--- config.mk ---
export PLATFORM = sky130hd
export DESIGN_NAME = ysyx_22050710_sram_arbiter_flat
export DESIGN_NICKNAME = d
export VERILOG_FILES = /design/src/rtl/ysyx_22050710_sram_arbiter_if.sv /design/src/rtl/ysyx_22050710_sram_arbiter.sv /design/src/flat_wrapper.sv
export SDC_FILE = /design/constraint.sdc
export NUM_CORES = 1
export LEC_CHECK = 0
export CAP_MARGIN = 15
export CORE_AREA = 2 2 174 176
export CTS_BUF_LIST = sky130_fd_sc_hd__clkbuf_4
export DETAILED_ROUTE_END_ITERATION = 10
export DIE_AREA = 0 0 176 178
export PLACE_DENSITY = 0.47
export SLEW_MARGIN = 20
export SYNTH_ARGS = -nofsm -noshare
export SYNTH_HDL_FRONTEND = slang
export SYNTH_SLANG_ARGS = --single-unit
--- constraint.sdc ---
create_clock -name i_clk -period 2.95 [get_ports i_clk]
set_input_delay 0.59 -clock i_clk [delete_from_list [all_inputs] [get_ports i_clk]]
set_output_delay 0.59 -clock i_clk [all_outputs]
set_load 0.02 [all_outputs]
--- src/rtl/ysyx_22050710_sram_arbiter_if.sv ---
// ---------------------------------------------------------------------------
// ysyx_22050710_sram_arbiter_if
//   Bundle of the three SRAM-like channels seen by the arbiter:
//   inst master (read only), data master (read/write) and the shared memory
//   port. Signal names keep the i_/o_ prefixes as seen from the arbiter.
//
//   modport slave  : the arbiter side (takes i_*, drives o_*)
//   modport master : the environment side (core masters + memory bridge)
// ---------------------------------------------------------------------------
interface ysyx_22050710_sram_arbiter_if #(
  parameter int SRAM_ADDR_WD  = 32,
  parameter int SRAM_DATA_WD  = 64,
  parameter int SRAM_WMASK_WD = 8
);
  // inst-sram channel
  logic                     i_inst_ren;
  logic [SRAM_ADDR_WD-1:0]  i_inst_addr;
  logic                     o_inst_addr_ok;
  logic                     o_inst_data_ok;
  logic [SRAM_DATA_WD-1:0]  o_inst_rdata;
  // data-sram channel
  logic                     i_data_ren;
  logic                     i_data_wen;
  logic [SRAM_ADDR_WD-1:0]  i_data_addr;
  logic [SRAM_WMASK_WD-1:0] i_data_wmask;
  logic [SRAM_DATA_WD-1:0]  i_data_wdata;
  logic                     o_data_addr_ok;
  logic                     o_data_data_ok;
  logic [SRAM_DATA_WD-1:0]  o_data_rdata;
  // shared memory channel
  logic                     o_mem_ren;
  logic                     o_mem_wen;
  logic [SRAM_ADDR_WD-1:0]  o_mem_addr;
  logic [SRAM_WMASK_WD-1:0] o_mem_wmask;
  logic [SRAM_DATA_WD-1:0]  o_mem_wdata;
  logic [SRAM_DATA_WD-1:0]  i_mem_rdata;
  logic                     i_mem_addr_ok;
  logic                     i_mem_data_ok;

  modport slave (
    input  i_inst_ren, i_inst_addr,
    output o_inst_addr_ok, o_inst_data_ok, o_inst_rdata,
    input  i_data_ren, i_data_wen, i_data_addr, i_data_wmask, i_data_wdata,
    output o_data_addr_ok, o_data_data_ok, o_data_rdata,
    output o_mem_ren, o_mem_wen, o_mem_addr, o_mem_wmask, o_mem_wdata,
    input  i_mem_rdata, i_mem_addr_ok, i_mem_data_ok
  );

  modport master (
    output i_inst_ren, i_inst_addr,
    input  o_inst_addr_ok, o_inst_data_ok, o_inst_rdata,
    output i_data_ren, i_data_wen, i_data_addr, i_data_wmask, i_data_wdata,
    input  o_data_addr_ok, o_data_data_ok, o_data_rdata,
    input  o_mem_ren, o_mem_wen, o_mem_addr, o_mem_wmask, o_mem_wdata,
    output i_mem_rdata, i_mem_addr_ok, i_mem_data_ok
  );
endinterface

--- src/rtl/ysyx_22050710_sram_arbiter.sv ---
// ---------------------------------------------------------------------------
// ysyx_22050710_sram_arbiter
//   Shares one SRAM-like memory port between the inst-sram master (IF, read
//   only) and the data-sram master (EX/MEM, read/write). All channels use the
//   addr_ok/data_ok split handshake.
//
//   Ports:
//     i_clk  - clock
//     i_rst  - asynchronous active-high reset; all outputs read 0 while high
//     bus    - ysyx_22050710_sram_arbiter_if.slave: inst, data and memory
//              channels (request/payload pass-through of the winner, addr_ok
//              steering, in-order data_ok steering via a requester-ID FIFO)
//
//   Arbitration:
//     Default build: fixed priority, data beats inst (data request belongs
//     to an older instruction).
//     `define YSYX_22050710_SRAM_ARB_RR_EN: round-robin using a 1-bit
//     favour-data register, reset to favour data.
//     In both builds a request driven without i_mem_addr_ok locks the grant
//     to that master until it is accepted.
//
//   Up to MAX_OUTSTANDING (power of two, 1..8) accepted transactions may be
//   awaiting response; at the limit no request is presented to memory.
// ---------------------------------------------------------------------------
module ysyx_22050710_sram_arbiter #(
  parameter int SRAM_ADDR_WD    = 32,
  parameter int SRAM_DATA_WD    = 64,
  parameter int SRAM_WMASK_WD   = 8,
  parameter int MAX_OUTSTANDING = 2
) (
  input  logic i_clk,
  input  logic i_rst,
  ysyx_22050710_sram_arbiter_if.slave bus
);

  localparam int CNT_WD = $clog2(MAX_OUTSTANDING + 1);
  localparam int PTR_WD = (MAX_OUTSTANDING > 1) ? $clog2(MAX_OUTSTANDING) : 1;

  localparam logic ID_INST = 1'b0;
  localparam logic ID_DATA = 1'b1;

  // Pointer increment with explicit wrap so MAX_OUTSTANDING == 1 stays at 0.
  function automatic logic [PTR_WD-1:0] ptr_inc(input logic [PTR_WD-1:0] ptr);
    logic [PTR_WD-1:0] nxt;
    if (ptr == PTR_WD'(MAX_OUTSTANDING - 1)) begin
      nxt = {PTR_WD{1'b0}};
    end else begin
      nxt = ptr + PTR_WD'(1);
    end
    return nxt;
  endfunction

  // -------------------------------------------------------------------------
  // State
  // -------------------------------------------------------------------------
  logic [CNT_WD-1:0]          cnt_r;
  logic [PTR_WD-1:0]          wr_ptr_r;
  logic [PTR_WD-1:0]          rd_ptr_r;
  logic [MAX_OUTSTANDING-1:0] id_fifo_r;
  logic                       lock_r;
  logic                       lock_id_r;
`ifdef YSYX_22050710_SRAM_ARB_RR_EN
  logic                       favour_data_r;
`endif

  // -------------------------------------------------------------------------
  // Combinational decode
  // -------------------------------------------------------------------------
  logic inst_req_s;
  logic data_req_s;
  logic grant_data_s;
  logic win_req_s;
  logic full_s;
  logic drive_s;
  logic accept_s;
  logic pop_s;
  logic head_id_s;

  assign inst_req_s = bus.i_inst_ren;
  assign data_req_s = bus.i_data_ren | bus.i_data_wen;

  // At the limit the request is masked from cnt alone; i_mem_data_ok never
  // reaches the request path, so a same-cycle response cannot free a slot.
  assign full_s = (cnt_r == CNT_WD'(MAX_OUTSTANDING));

  // Grant selection: a pending (driven, not yet accepted) request keeps the
  // port; otherwise the priority scheme decides.
  always_comb begin
    grant_data_s = ID_INST;
    if (lock_r) begin
      grant_data_s = lock_id_r;
    end else begin
`ifdef YSYX_22050710_SRAM_ARB_RR_EN
      if (inst_req_s && data_req_s) begin
        grant_data_s = favour_data_r;
      end else begin
        grant_data_s = data_req_s;
      end
`else
      grant_data_s = data_req_s;
`endif
    end
  end

  assign win_req_s = grant_data_s ? data_req_s : inst_req_s;
  assign drive_s   = win_req_s & ~full_s & ~i_rst;
  assign accept_s  = drive_s & bus.i_mem_addr_ok;

  // A response with nothing outstanding is a protocol error and is dropped.
  assign pop_s     = bus.i_mem_data_ok & (cnt_r != {CNT_WD{1'b0}}) & ~i_rst;
  assign head_id_s = id_fifo_r[rd_ptr_r];

  // -------------------------------------------------------------------------
  // Outputs
  // -------------------------------------------------------------------------
  assign bus.o_mem_ren   = drive_s & (grant_data_s ? bus.i_data_ren : 1'b1);
  assign bus.o_mem_wen   = drive_s & grant_data_s & bus.i_data_wen;
  assign bus.o_mem_addr  = i_rst ? {SRAM_ADDR_WD{1'b0}}
                         : (grant_data_s ? bus.i_data_addr : bus.i_inst_addr);
  assign bus.o_mem_wmask = bus.o_mem_wen ? bus.i_data_wmask : {SRAM_WMASK_WD{1'b0}};
  assign bus.o_mem_wdata = (drive_s & grant_data_s) ? bus.i_data_wdata
                                                    : {SRAM_DATA_WD{1'b0}};

  assign bus.o_inst_addr_ok = accept_s & (grant_data_s == ID_INST);
  assign bus.o_data_addr_ok = accept_s & (grant_data_s == ID_DATA);

  assign bus.o_inst_data_ok = pop_s & (head_id_s == ID_INST);
  assign bus.o_data_data_ok = pop_s & (head_id_s == ID_DATA);

  assign bus.o_inst_rdata = i_rst ? {SRAM_DATA_WD{1'b0}} : bus.i_mem_rdata;
  assign bus.o_data_rdata = i_rst ? {SRAM_DATA_WD{1'b0}} : bus.i_mem_rdata;

  // -------------------------------------------------------------------------
  // Sequential state
  // -------------------------------------------------------------------------

  // Outstanding counter: push and pop in the same cycle cancel out.
  always_ff @(posedge i_clk or posedge i_rst) begin
    if (i_rst) begin
      cnt_r <= {CNT_WD{1'b0}};
    end else begin
      case ({accept_s, pop_s})
        2'b10:   cnt_r <= cnt_r + CNT_WD'(1);
        2'b01:   cnt_r <= cnt_r - CNT_WD'(1);
        default: cnt_r <= cnt_r;
      endcase
    end
  end

  // ID FIFO: push winner on accept, pop head on response. The pop reads the
  // old head, so it can never see the entry pushed in the same cycle.
  always_ff @(posedge i_clk or posedge i_rst) begin
    if (i_rst) begin
      wr_ptr_r  <= {PTR_WD{1'b0}};
      rd_ptr_r  <= {PTR_WD{1'b0}};
      id_fifo_r <= {MAX_OUTSTANDING{1'b0}};
    end else begin
      if (accept_s) begin
        id_fifo_r[wr_ptr_r] <= grant_data_s;
        wr_ptr_r            <= ptr_inc(wr_ptr_r);
      end
      if (pop_s) begin
        rd_ptr_r <= ptr_inc(rd_ptr_r);
      end
    end
  end

  // Grant lock: set while the winner is driven without acceptance, cleared
  // once it is accepted (or if the request goes away).
  always_ff @(posedge i_clk or posedge i_rst) begin
    if (i_rst) begin
      lock_r    <= 1'b0;
      lock_id_r <= ID_INST;
    end else begin
      lock_r <= drive_s & ~bus.i_mem_addr_ok;
      if (drive_s) begin
        lock_id_r <= grant_data_s;
      end
    end
  end

`ifdef YSYX_22050710_SRAM_ARB_RR_EN
  // Round-robin: after each accept, favour the master that did not win.
  always_ff @(posedge i_clk or posedge i_rst) begin
    if (i_rst) begin
      favour_data_r <= 1'b1;
    end else if (accept_s) begin
      favour_data_r <= ~grant_data_s;
    end
  end
`endif

endmodule

--- src/flat_wrapper.sv ---
// flat-port wrapper written by rule: the top's interface ports become plain ports
module ysyx_22050710_sram_arbiter_flat 
#(
  parameter int SRAM_ADDR_WD    = 32,
  parameter int SRAM_DATA_WD    = 64,
  parameter int SRAM_WMASK_WD   = 8,
  parameter int MAX_OUTSTANDING = 2
)
  (i_clk, i_rst, bus_i_inst_ren, bus_i_inst_addr, bus_o_inst_addr_ok, bus_o_inst_data_ok, bus_o_inst_rdata, bus_i_data_ren, bus_i_data_wen, bus_i_data_addr, bus_i_data_wmask, bus_i_data_wdata, bus_o_data_addr_ok, bus_o_data_data_ok, bus_o_data_rdata, bus_o_mem_ren, bus_o_mem_wen, bus_o_mem_addr, bus_o_mem_wmask, bus_o_mem_wdata, bus_i_mem_rdata, bus_i_mem_addr_ok, bus_i_mem_data_ok);
  ysyx_22050710_sram_arbiter_if #(.SRAM_ADDR_WD(SRAM_ADDR_WD), .SRAM_DATA_WD(SRAM_DATA_WD), .SRAM_WMASK_WD(SRAM_WMASK_WD)) bus_i ();
  input  logic i_clk;
  input  logic i_rst;
  input wire logic [$bits(bus_i.i_inst_ren)-1:0] bus_i_inst_ren;
  input wire logic [$bits(bus_i.i_inst_addr)-1:0] bus_i_inst_addr;
  output wire logic [$bits(bus_i.o_inst_addr_ok)-1:0] bus_o_inst_addr_ok;
  output wire logic [$bits(bus_i.o_inst_data_ok)-1:0] bus_o_inst_data_ok;
  output wire logic [$bits(bus_i.o_inst_rdata)-1:0] bus_o_inst_rdata;
  input wire logic [$bits(bus_i.i_data_ren)-1:0] bus_i_data_ren;
  input wire logic [$bits(bus_i.i_data_wen)-1:0] bus_i_data_wen;
  input wire logic [$bits(bus_i.i_data_addr)-1:0] bus_i_data_addr;
  input wire logic [$bits(bus_i.i_data_wmask)-1:0] bus_i_data_wmask;
  input wire logic [$bits(bus_i.i_data_wdata)-1:0] bus_i_data_wdata;
  output wire logic [$bits(bus_i.o_data_addr_ok)-1:0] bus_o_data_addr_ok;
  output wire logic [$bits(bus_i.o_data_data_ok)-1:0] bus_o_data_data_ok;
  output wire logic [$bits(bus_i.o_data_rdata)-1:0] bus_o_data_rdata;
  output wire logic [$bits(bus_i.o_mem_ren)-1:0] bus_o_mem_ren;
  output wire logic [$bits(bus_i.o_mem_wen)-1:0] bus_o_mem_wen;
  output wire logic [$bits(bus_i.o_mem_addr)-1:0] bus_o_mem_addr;
  output wire logic [$bits(bus_i.o_mem_wmask)-1:0] bus_o_mem_wmask;
  output wire logic [$bits(bus_i.o_mem_wdata)-1:0] bus_o_mem_wdata;
  input wire logic [$bits(bus_i.i_mem_rdata)-1:0] bus_i_mem_rdata;
  input wire logic [$bits(bus_i.i_mem_addr_ok)-1:0] bus_i_mem_addr_ok;
  input wire logic [$bits(bus_i.i_mem_data_ok)-1:0] bus_i_mem_data_ok;
  assign bus_i.i_inst_ren = bus_i_inst_ren;
  assign bus_i.i_inst_addr = bus_i_inst_addr;
  assign bus_o_inst_addr_ok = bus_i.o_inst_addr_ok;
  assign bus_o_inst_data_ok = bus_i.o_inst_data_ok;
  assign bus_o_inst_rdata = bus_i.o_inst_rdata;
  assign bus_i.i_data_ren = bus_i_data_ren;
  assign bus_i.i_data_wen = bus_i_data_wen;
  assign bus_i.i_data_addr = bus_i_data_addr;
  assign bus_i.i_data_wmask = bus_i_data_wmask;
  assign bus_i.i_data_wdata = bus_i_data_wdata;
  assign bus_o_data_addr_ok = bus_i.o_data_addr_ok;
  assign bus_o_data_data_ok = bus_i.o_data_data_ok;
  assign bus_o_data_rdata = bus_i.o_data_rdata;
  assign bus_o_mem_ren = bus_i.o_mem_ren;
  assign bus_o_mem_wen = bus_i.o_mem_wen;
  assign bus_o_mem_addr = bus_i.o_mem_addr;
  assign bus_o_mem_wmask = bus_i.o_mem_wmask;
  assign bus_o_mem_wdata = bus_i.o_mem_wdata;
  assign bus_i.i_mem_rdata = bus_i_mem_rdata;
  assign bus_i.i_mem_addr_ok = bus_i_mem_addr_ok;
  assign bus_i.i_mem_data_ok = bus_i_mem_data_ok;
  ysyx_22050710_sram_arbiter #(.SRAM_ADDR_WD(SRAM_ADDR_WD), .SRAM_DATA_WD(SRAM_DATA_WD), .SRAM_WMASK_WD(SRAM_WMASK_WD), .MAX_OUTSTANDING(MAX_OUTSTANDING)) u_core (.i_clk(i_clk), .i_rst(i_rst), .bus(bus_i));
endmodule
# Word level (Yosys, flattened, before mapping)
# Index checks and enable logic that the tools add are counted.
# op_classes
eq_ne,3
magnitude_cmp,3
n_reduce_logical,3
n_addsub,4
mux,16
bitwise_logic,19
# op_table
operator,n
$mux 64,2
$mux 32,2
$and 1x1->1,13
$mux 1,8
$mux 8,1
$not 1->1,5
$eq 2x2->1 const B,2
$lt 1x2->1 const B,2
$pmux 2 s2,1
$reduce_bool 2->1,2
$add 1x1->1 const B,2
$add 2x1->2 const B,1
$bwmux 2,1
$eq 2x1->1 const B,1
$sub 2x1->2 const B,1
$demux 1 s1,1
$ge 1x1->1 const B,1
$logic_and 1x1->1,1
$or 1x1->1,1
# totals
wordCells,54
register_bits,8
inputBits,207

# Depth between registers and ports, before layout
# Gate-level depths: netlist of the first run.
# logic_depth
depth_word,8
depth_mapped,8

# Worst setup path after synthesis of the first run
# No wires, ideal clock.
# synth_path
kind,input to output
startpoint,in bus_i_data_wen
endpoint,out bus_o_mem_addr[10]
cell_stages,7
arrival_time_ns,1.708
slack_ns,0.652
n_path_buf,3
cell_sequence,buf_2 -> nor3_2 -> or2_1 -> buf_4 -> buf_6 -> nand2_1 -> a21oi_1
# synth_via
elab_chain_len,4
# synth_lines
item,line,rtl
from (decl),flat_wrapper.sv:19,input wire logic [$bits(bus_i.i_data_wen)-1:0] bus_i_data_wen;
$or 1x1->1,ysyx_22050710_sram_arbiter.sv:80,assign data_req_s = bus.i_data_ren | bus.i_data_wen;
$mux 1,ysyx_22050710_sram_arbiter.sv:90,if (lock_r) begin
$mux 32,ysyx_22050710_sram_arbiter.sv:119,: (grant_data_s ? bus.i_data_addr : bus.i_inst_addr);
$mux 32,ysyx_22050710_sram_arbiter.sv:118,assign bus.o_mem_addr = i_rst ? {SRAM_ADDR_WD{1'b0}}
to (decl),flat_wrapper.sv:28,output wire logic [$bits(bus_i.o_mem_addr)-1:0] bus_o_mem_addr;
# Every way passes these cells.

# Worst setup path in the final report of the first run
# layout_path
startpoint,reg u_core.lock_r
endpoint,out bus_o_mem_addr[31]
# layout_via
elab_chain_len,3
# layout_lines
item,line,rtl
from (decl),ysyx_22050710_sram_arbiter.sv:60,logic lock_r;
from (signal assigned),ysyx_22050710_sram_arbiter.sv:175,lock_r <= drive_s & ~bus.i_mem_addr_ok;
$mux 1,ysyx_22050710_sram_arbiter.sv:90,
$mux 32,ysyx_22050710_sram_arbiter.sv:119,
$mux 32,ysyx_22050710_sram_arbiter.sv:118,
# Every way passes these cells.

==> load_flow_metrics.sql, run 1 <==
INSERT INTO impl_metrics (metric_group, metric, value, unit) VALUES
('clock_network', 'numCtsBuffers', '3', ''),
('final_layout', 'nNetsFinal', '963', ''),
('yosys', 'gate_count_of_the_mapped_netlist', '370', ''),
('timing', 'setup-tns-final', '0', 'ns'),
('worst_setup_path', 'critical-path-max-stage-delay', '0.41', 'ns'),
('die', 'row_count', '63', ''),
('final_layout', 'final_core_utilization', '23.7', '%'),
('final_layout', 'drive_above_1_share', '12.6', '%'),
('pwr', 'powerDensity', '308', 'nW/um2'),
('timing', 'rsz0062_at_grt', 'false', ''),
('yosys', 'async_reset_ff_share', '100', '%'),
('die', 'ioPinCount', '445', ''),
('clock_network', 'clock-root-buffer', 'clkbuf_4', ''),
('worst_setup_path', 'critical_path_peak_fanout', '25', ''),
('yosys', 'mappedNetlistArea', '2350', 'um2'),
('final_layout', 'ff_latch_area', '200', 'um2'),
('timing', 'hold_slack', '0.490', 'ns'),
('place', 'dpl.hpwl', '13.6', 'mm'),
('timing', 'worst_pin_slew', '0.447', 'ns'),
('pwr', 'power_leakage', '2.79', 'nW'),
('worst_setup_path', 'critical_path_required', '2.36', 'ns'),
('die', 'floorplan.die.height', '178', 'um'),
('clock_network', 'tritoncts', 'built', ''),
('route', 'antenna_left', '0', ''),
('worst_setup_path', 'timing.critical_path.slowest_stage_cell', 'nor2b_1', ''),
('final_layout', 'most-common-layout-cells', 'clkdlybuf4s50_1 (331), nor2b_1 (68), nand2_1 (67), and2_1 (66), clkdlybuf4s15_2 (41)', ''),
('timing', 'max_clock_freq', '372', 'MHz'),
('worst_hold_path', 'worst_hold_path_type', 'register to register', ''),
('grt', 'grt_antenna_before_repair', '1', ''),
('route', 'dr.first_iter.drc_count', '85', ''),
('die', 'core_region_area', '29400', 'um2'),
('timing', 'fin_crit_sh', '91.1', '%'),
('route', 'drc', '0', ''),
('timing', 'relSlewSlack', '70.1', '%'),
('die', 'die_area', '31300', 'um2'),
('pwr', 'vdd.ir_drop.worst', '0.133', 'mV'),
('timing', 'slew_viol_final', '0', ''),
('place', 'numPlacedInstances', '1137', ''),
('yosys', 'synth_fp_nets', '578', ''),
('grt', 'grt_start_max_net_pins', '85', ''),
('worst_setup_path', 'criticalPathCategory', 'register to primary output', ''),
('route', 'detail_route.vias_per_cell', '3.29', ''),
('final_layout', 'antenna_cells_inserted', '0', ''),
('final_layout', 'multi_input_comb_area', '1530', 'um2'),
('clock_network', 'clkSlewWorstSetupHoldPaths', '0.06', 'ns'),
('timing', 'final.setup_skew', '0.00470', 'ns'),
('final_layout', 'num-fill-cells', '3221', ''),
('route', 'drt_wl_total', '16.4', 'mm'),
('clock_network', 'clkLatencyLatePin', '0.26', 'ns'),
('route', 'wire_per_inst', '14.4', 'um'),
('grt', 'first_pass_grt_wire_length', '22.1', 'mm'),
('yosys', 'ys_ff_latch', '8', ''),
('worst_setup_path', 'critical_path_arrival', '2.10', 'ns'),
('pwr', 'power', '2.15', 'mW'),
('clock_network', 'numClockSinks', '8', ''),
('final_layout', 'synthToLayoutAreaGrowth', '196', '%'),
('final_layout', 'final_common_cell', 'clkdlybuf4s50_1', ''),
('grt', 'grt_remaining_overflow', '0', ''),
('yosys', 'synth_enable_flop_cells', '0', ''),
('run_status', 'outcome', 'completed', ''),
('timing', 'setup-violations-final', '0', ''),
('route', 'dr_total_vias', '3760', ''),
('timing', 'timing.final.hold_violations', '0', ''),
('timing', 'shortest_period_the_worst_path_allows', '2.69', 'ns'),
('worst_setup_path', 'cp-start-kind', 'register', ''),
('grt', 'gr-usage-all-layers', '9.28', '%'),
('clock_network', 'ctsLongestPathBuffers', '2', ''),
('grt', 'grt_pass1_vias', '3747', ''),
('worst_setup_path', 'critical_path.top_delay_family', 'simple AND/OR/NAND/NOR gates', ''),
('flow_run', 'drv_cap', '0', ''),
('final_layout', 'finish.cell_count_without_fillers', '1143', '');
## synth_stat cells (2+ instances only)
library cell / n / share of area, %
buf_2: 12 / 2.6
buf_6: 3 / 1.4
nor2b_1: 68 / 18
nor2_1: 5 / 0.80
and2_1: 66 / 18
a21oi_1: 32 / 6.8
inv_1: 3 / 0.48
and3_1: 8 / 2.1
clkbuf_1: 10 / 1.6
buf_4: 65 / 21
nand2_1: 67 / 11
nand3_1: 2 / 0.43
dfrtp_1: 8 / 8.5
xnor2_1: 4 / 1.5
a22o_1: 2 / 0.75
mux2i_1: 2 / 0.85
## kinds of logic (layout without fill, tap and decap cells)
| kind of cell | after synthesis | in the layout | synth area share [%] |
|---|---|---|---|
| compound gates | 37 | 37 | 8.52 |
| xor+xnor | 5 | 5 | 1.86 |
| fa+ha+maj | 1 | 1 | 0.532 |
| buf+inv | 94 | 477 | 27.0 |
| flops | 8 | 8 | 8.52 |
| mux | 2 | 2 | 0.852 |
| simple gates | 223 | 223 | 52.7 |
## worst paths after layout
| path | startpoint | endpoint | slack (ns) | depth (start not counted) |
|---|---|---|---|---|
| max reg2reg | u_core.cnt_r[1] | u_core.cnt_r[1] | 1.11 | 7 |
| max in group asynchronous | i_rst | u_core.id_fifo_r[1] | 2.18 | 4 |
| min | u_core.rd_ptr_r | u_core.rd_ptr_r | 0.49 | 1 |
| min reg2reg | u_core.rd_ptr_r | u_core.rd_ptr_r | 0.49 | 1 |
| min in group asynchronous | i_rst | u_core.wr_ptr_r | 0.64 | 4 |
| max | u_core.lock_r | bus_o_mem_addr[31] | 0.26 | 7 |
## sequential cells by signal (all words and copies together) (netlist names)
signal            count
u_core.cnt_r          2
u_core.id_fifo_r      2
u_core.lock_id_r      1
u_core.lock_r         1
u_core.rd_ptr_r       1
u_core.wr_ptr_r       1
## layer usage
metal	up-vias	track usage, %	part of all wire (%)
met1	1649	10.9	40
met3	6	2.79	9.3
met4	0	1.10	0.76
met5	-	0	0
li1	1853	-	-
met2	252	17.0	50
## power by group
part	switching (mW)	internal, mW
logic	0.897	0.953
clock network	0.0400	0.0467
registers	0.0465	0.163
## per-stage QoR
| stage | worst slack [ns] | cell area, um2 |
|---|---|---|
| 3_3_place_gp | -0.311 | 6900 |
| 5_1_grt | 0.123 | 6960 |
| 2_1_floorplan | 0.652 | 2350 |
| 3_5_place_dp | -0.311 | 6900 |
| 6_report | 0.264 | 6960 |
| 4_1_cts | 0.00347 | 6980 |
## area by class of cell
type / count / area share [%]
Timing Repair Buffer: 471 / 67.7
Multi-Input combinational cell: 268 / 21.9
Tap cell: 390 / 7.01
Sequential cell: 8 / 2.88
Clock buffer: 3 / 0.324
Inverter: 3 / 0.162
## timing repair
action / CTS / global route
setup endpoints to repair: 103 / 105
pin swaps: 1 / 1
buffers inserted: 1 / 0
cloned: 1 / 1
resized for setup: 220 / 17
(Power assumes the default switching activity.)
==> run 2, diff against run 1 <==
==> constraint.sdc (replaced) <==
create_clock -name i_clk -period 3.17 [get_ports i_clk]
set_input_delay 0.634 -clock i_clk [delete_from_list [all_inputs] [get_ports i_clk]]
set_output_delay 0.634 -clock i_clk [all_outputs]
set_load 0.02 [all_outputs]
==> load_flow_metrics.sql, run 2 (same netlist as run 1, synthesis figures left out) <==
INSERT INTO impl_metrics (metric_group, metric, value, unit) VALUES
('timing', 'relSlewSlack', '70.3', '%'),
('grt', 'first_pass_grt_wire_length', '21.9', 'mm'),
('grt', 'grt_start_max_net_pins', '67', ''),
('clock_network', 'numClockSinks', '8', ''),
('final_layout', 'nNetsFinal', '963', ''),
('final_layout', 'multi_input_comb_area', '1530', 'um2'),
('route', 'drt_wl_total', '16.2', 'mm'),
('die', 'floorplan.die.height', '178', 'um'),
('timing', 'slew_viol_final', '0', ''),
('worst_setup_path', 'critical_path_arrival', '2.42', 'ns'),
('clock_network', 'ctsHtreeMaxLevel', '1', ''),
('place', 'final_weighted_congestion_of_routability_driven_global_placement', '0.787', ''),
('clock_network', 'clkLatencyLatePin', '0.26', 'ns'),
('final_layout', 'num-fill-cells', '3271', ''),
('pwr', 'power_leakage', '2.91', 'nW'),
('final_layout', 'final_common_cell', 'clkdlybuf4s50_1', ''),
('final_layout', 'drive_above_1_share', '10.2', '%'),
('timing', 'rsz0062_at_grt', 'false', ''),
('grt', 'grt_remaining_overflow', '0', ''),
('worst_hold_path', 'cell_depth_of_the_worst_min_delay_path', '1', ''),
('clock_network', 'tritoncts', 'built', ''),
('grt', 'grt_pass1_vias', '3679', ''),
('pwr', 'vdd.ir_drop.worst', '0.133', 'mV'),
('final_layout', 'synthToLayoutAreaGrowth', '186', '%'),
('worst_setup_path', 'timing.reg2reg.setup_slack', '1.31', 'ns'),
('worst_setup_path', 'criticalPathCategory', 'input pin to primary output', ''),
('clock_network', 'numCtsBuffers', '3', ''),
('route', 'drtPass1Iterations', '4', ''),
('die', 'floorplan.initialDensity', '8.00', '%'),
('worst_setup_path', 'regToRegStartpoint', 'u_core.lock_r', ''),
('timing', 'setup-violations-final', '0', ''),
('place', 'dpl.hpwl', '13.7', 'mm'),
('worst_setup_path', 'timing.critical_path.to_type', 'primary output', ''),
('final_layout', 'largest_registers', 'u_core.cnt_r (2), u_core.id_fifo_r (2)', ''),
('route', 'wire_per_inst', '14.1', 'um'),
('route', 'dr_total_vias', '3762', ''),
('die', 'ioPinCount', '445', ''),
('timing', 'fin_crit_sh', '96.4', '%'),
('worst_hold_path', 'hold_path_startpoint', 'u_core.rd_ptr_r', ''),
('worst_setup_path', 'worstReg2RegEnd', 'u_core.cnt_r[1]', ''),
('grt', 'gr-usage-all-layers', '9.22', '%'),
('timing', 'shortest_period_the_worst_path_allows', '3.06', 'ns'),
('route', 'drc', '0', ''),
('flow_run', 'drv_cap', '0', ''),
('place', 'place.port_buffers', '444', ''),
('clock_network', 'clock-root-buffer', 'clkbuf_4', ''),
('die', 'die_area', '31300', 'um2'),
('timing', 'final.setup_skew', '0.00819', 'ns'),
('run_status', 'outcome', 'completed', ''),
('route', 'detail_route.vias_per_cell', '3.29', ''),
('die', 'die_w', '176', 'um'),
('clock_network', 'ctsLongestPathBuffers', '2', ''),
('final_layout', 'most-common-layout-cells', 'clkdlybuf4s50_1 (333), nor2b_1 (68), nand2_1 (67), and2_1 (66), dlygate4sd2_1 (63)', ''),
('timing', 'max_clock_freq', '327', 'MHz'),
('timing', 'timing.final.hold_violations', '0', ''),
('route', 'dr.first_iter.drc_count', '115', ''),
('final_layout', 'ff_latch_area', '200', 'um2'),
('die', 'row_count', '63', ''),
('worst_setup_path', 'critical_path_required', '2.54', 'ns'),
('worst_setup_path', 'cp-start-kind', 'input pin', ''),
('grt', 'grt_antenna_before_repair', '1', ''),
('worst_hold_path', 'worst_hold_path_type', 'register to register', ''),
('clock_network', 'clkSlewWorstSetupHoldPaths', '0.05', 'ns'),
('die', 'core_region_area', '29400', 'um2'),
('worst_hold_path', 'hold-path-endpoint', 'u_core.rd_ptr_r', ''),
('timing', 'hold_slack', '0.492', 'ns'),
('worst_setup_path', 'critical_path_peak_fanout', '37', ''),
('timing', 'setup-tns-final', '0', 'ns'),
('route', 'antenna_left', '0', ''),
('timing', 'worst_pin_slew', '0.445', 'ns'),
('pwr', 'powerDensity', '285', 'nW/um2'),
('worst_setup_path', 'worstRegToRegCells', '7', '');
## run 2: power by group
group          internal [mW]  switching (mW)  total [mW]
Sequential             0.151          0.0430       0.194
Combinational          0.824           0.819        1.64
Clock                 0.0434          0.0360      0.0794
## run 2: per-layer routing
metal | GRT usage (%) | vias up | part of all wire (%)
met1 | 10.4 | 1668 | 39
met5 | 0 | - | 0
met4 | 0.723 | 0 | 0.23
li1 | - | 1848 | -
met3 | 2.77 | 2 | 9.0
met2 | 17.6 | 244 | 51
## run 2: metrics by stage
stage / area, um2 / power, mW / instances / util [%] / setup slack (ns)
2_1_floorplan: 2350 / 1.05 / 370 / - / 0.784
3_3_place_gp: 6910 / 1.96 / 1138 / 23.5 / -0.306
3_5_place_dp: 6910 / 1.95 / 1138 / 23.5 / -0.332
4_1_cts: 6850 / 1.96 / 1143 / 23.3 / 0.00307
5_1_grt: 6730 / 2.06 / 1143 / 22.9 / 0.00108
6_report: 6730 / 1.92 / 1144 / 22.9 / 0.114
## run 2: layout make-up
class,count,area share (%)
antenna,1,0.0372
clock buffer,3,0.335
inverter,3,0.167
multi-input combinational,268,22.7
sequential,8,2.98
tap,390,7.25
timing repair buffer,471,66.6
## run 2: worst max path at each step
stage,endpoint,from
floorplan,bus_o_mem_addr[10],bus_i_data_wen
global placement,bus_o_mem_wdata[11],bus_i_data_wen
detailed placement,bus_o_mem_wmask[7],bus_i_data_wen
CTS,bus_o_mem_wdata[20],bus_i_data_ren
global route,bus_o_mem_wdata[11],bus_i_data_ren
finish,bus_o_mem_wdata[11],bus_i_data_ren
## run 2: worst max-delay path, cell delays in order
cell,delay [ns]
clkdlybuf4s50_1,0.53
nor2_1,0.10
nor4_4,0.27
buf_4,0.18
buf_12,0.17
and2_1,0.16
dlygate4sd2_1,0.34
## run 2: timing repair
action / 4_1_cts / 5_1_grt
resized for setup: 103 / 76
setup buffers: 1 / 0
hold buffers: 0 / 0
cloned: 1 / 0
pin swaps: 1 / 0
setup endpoints to repair: 103 / 41
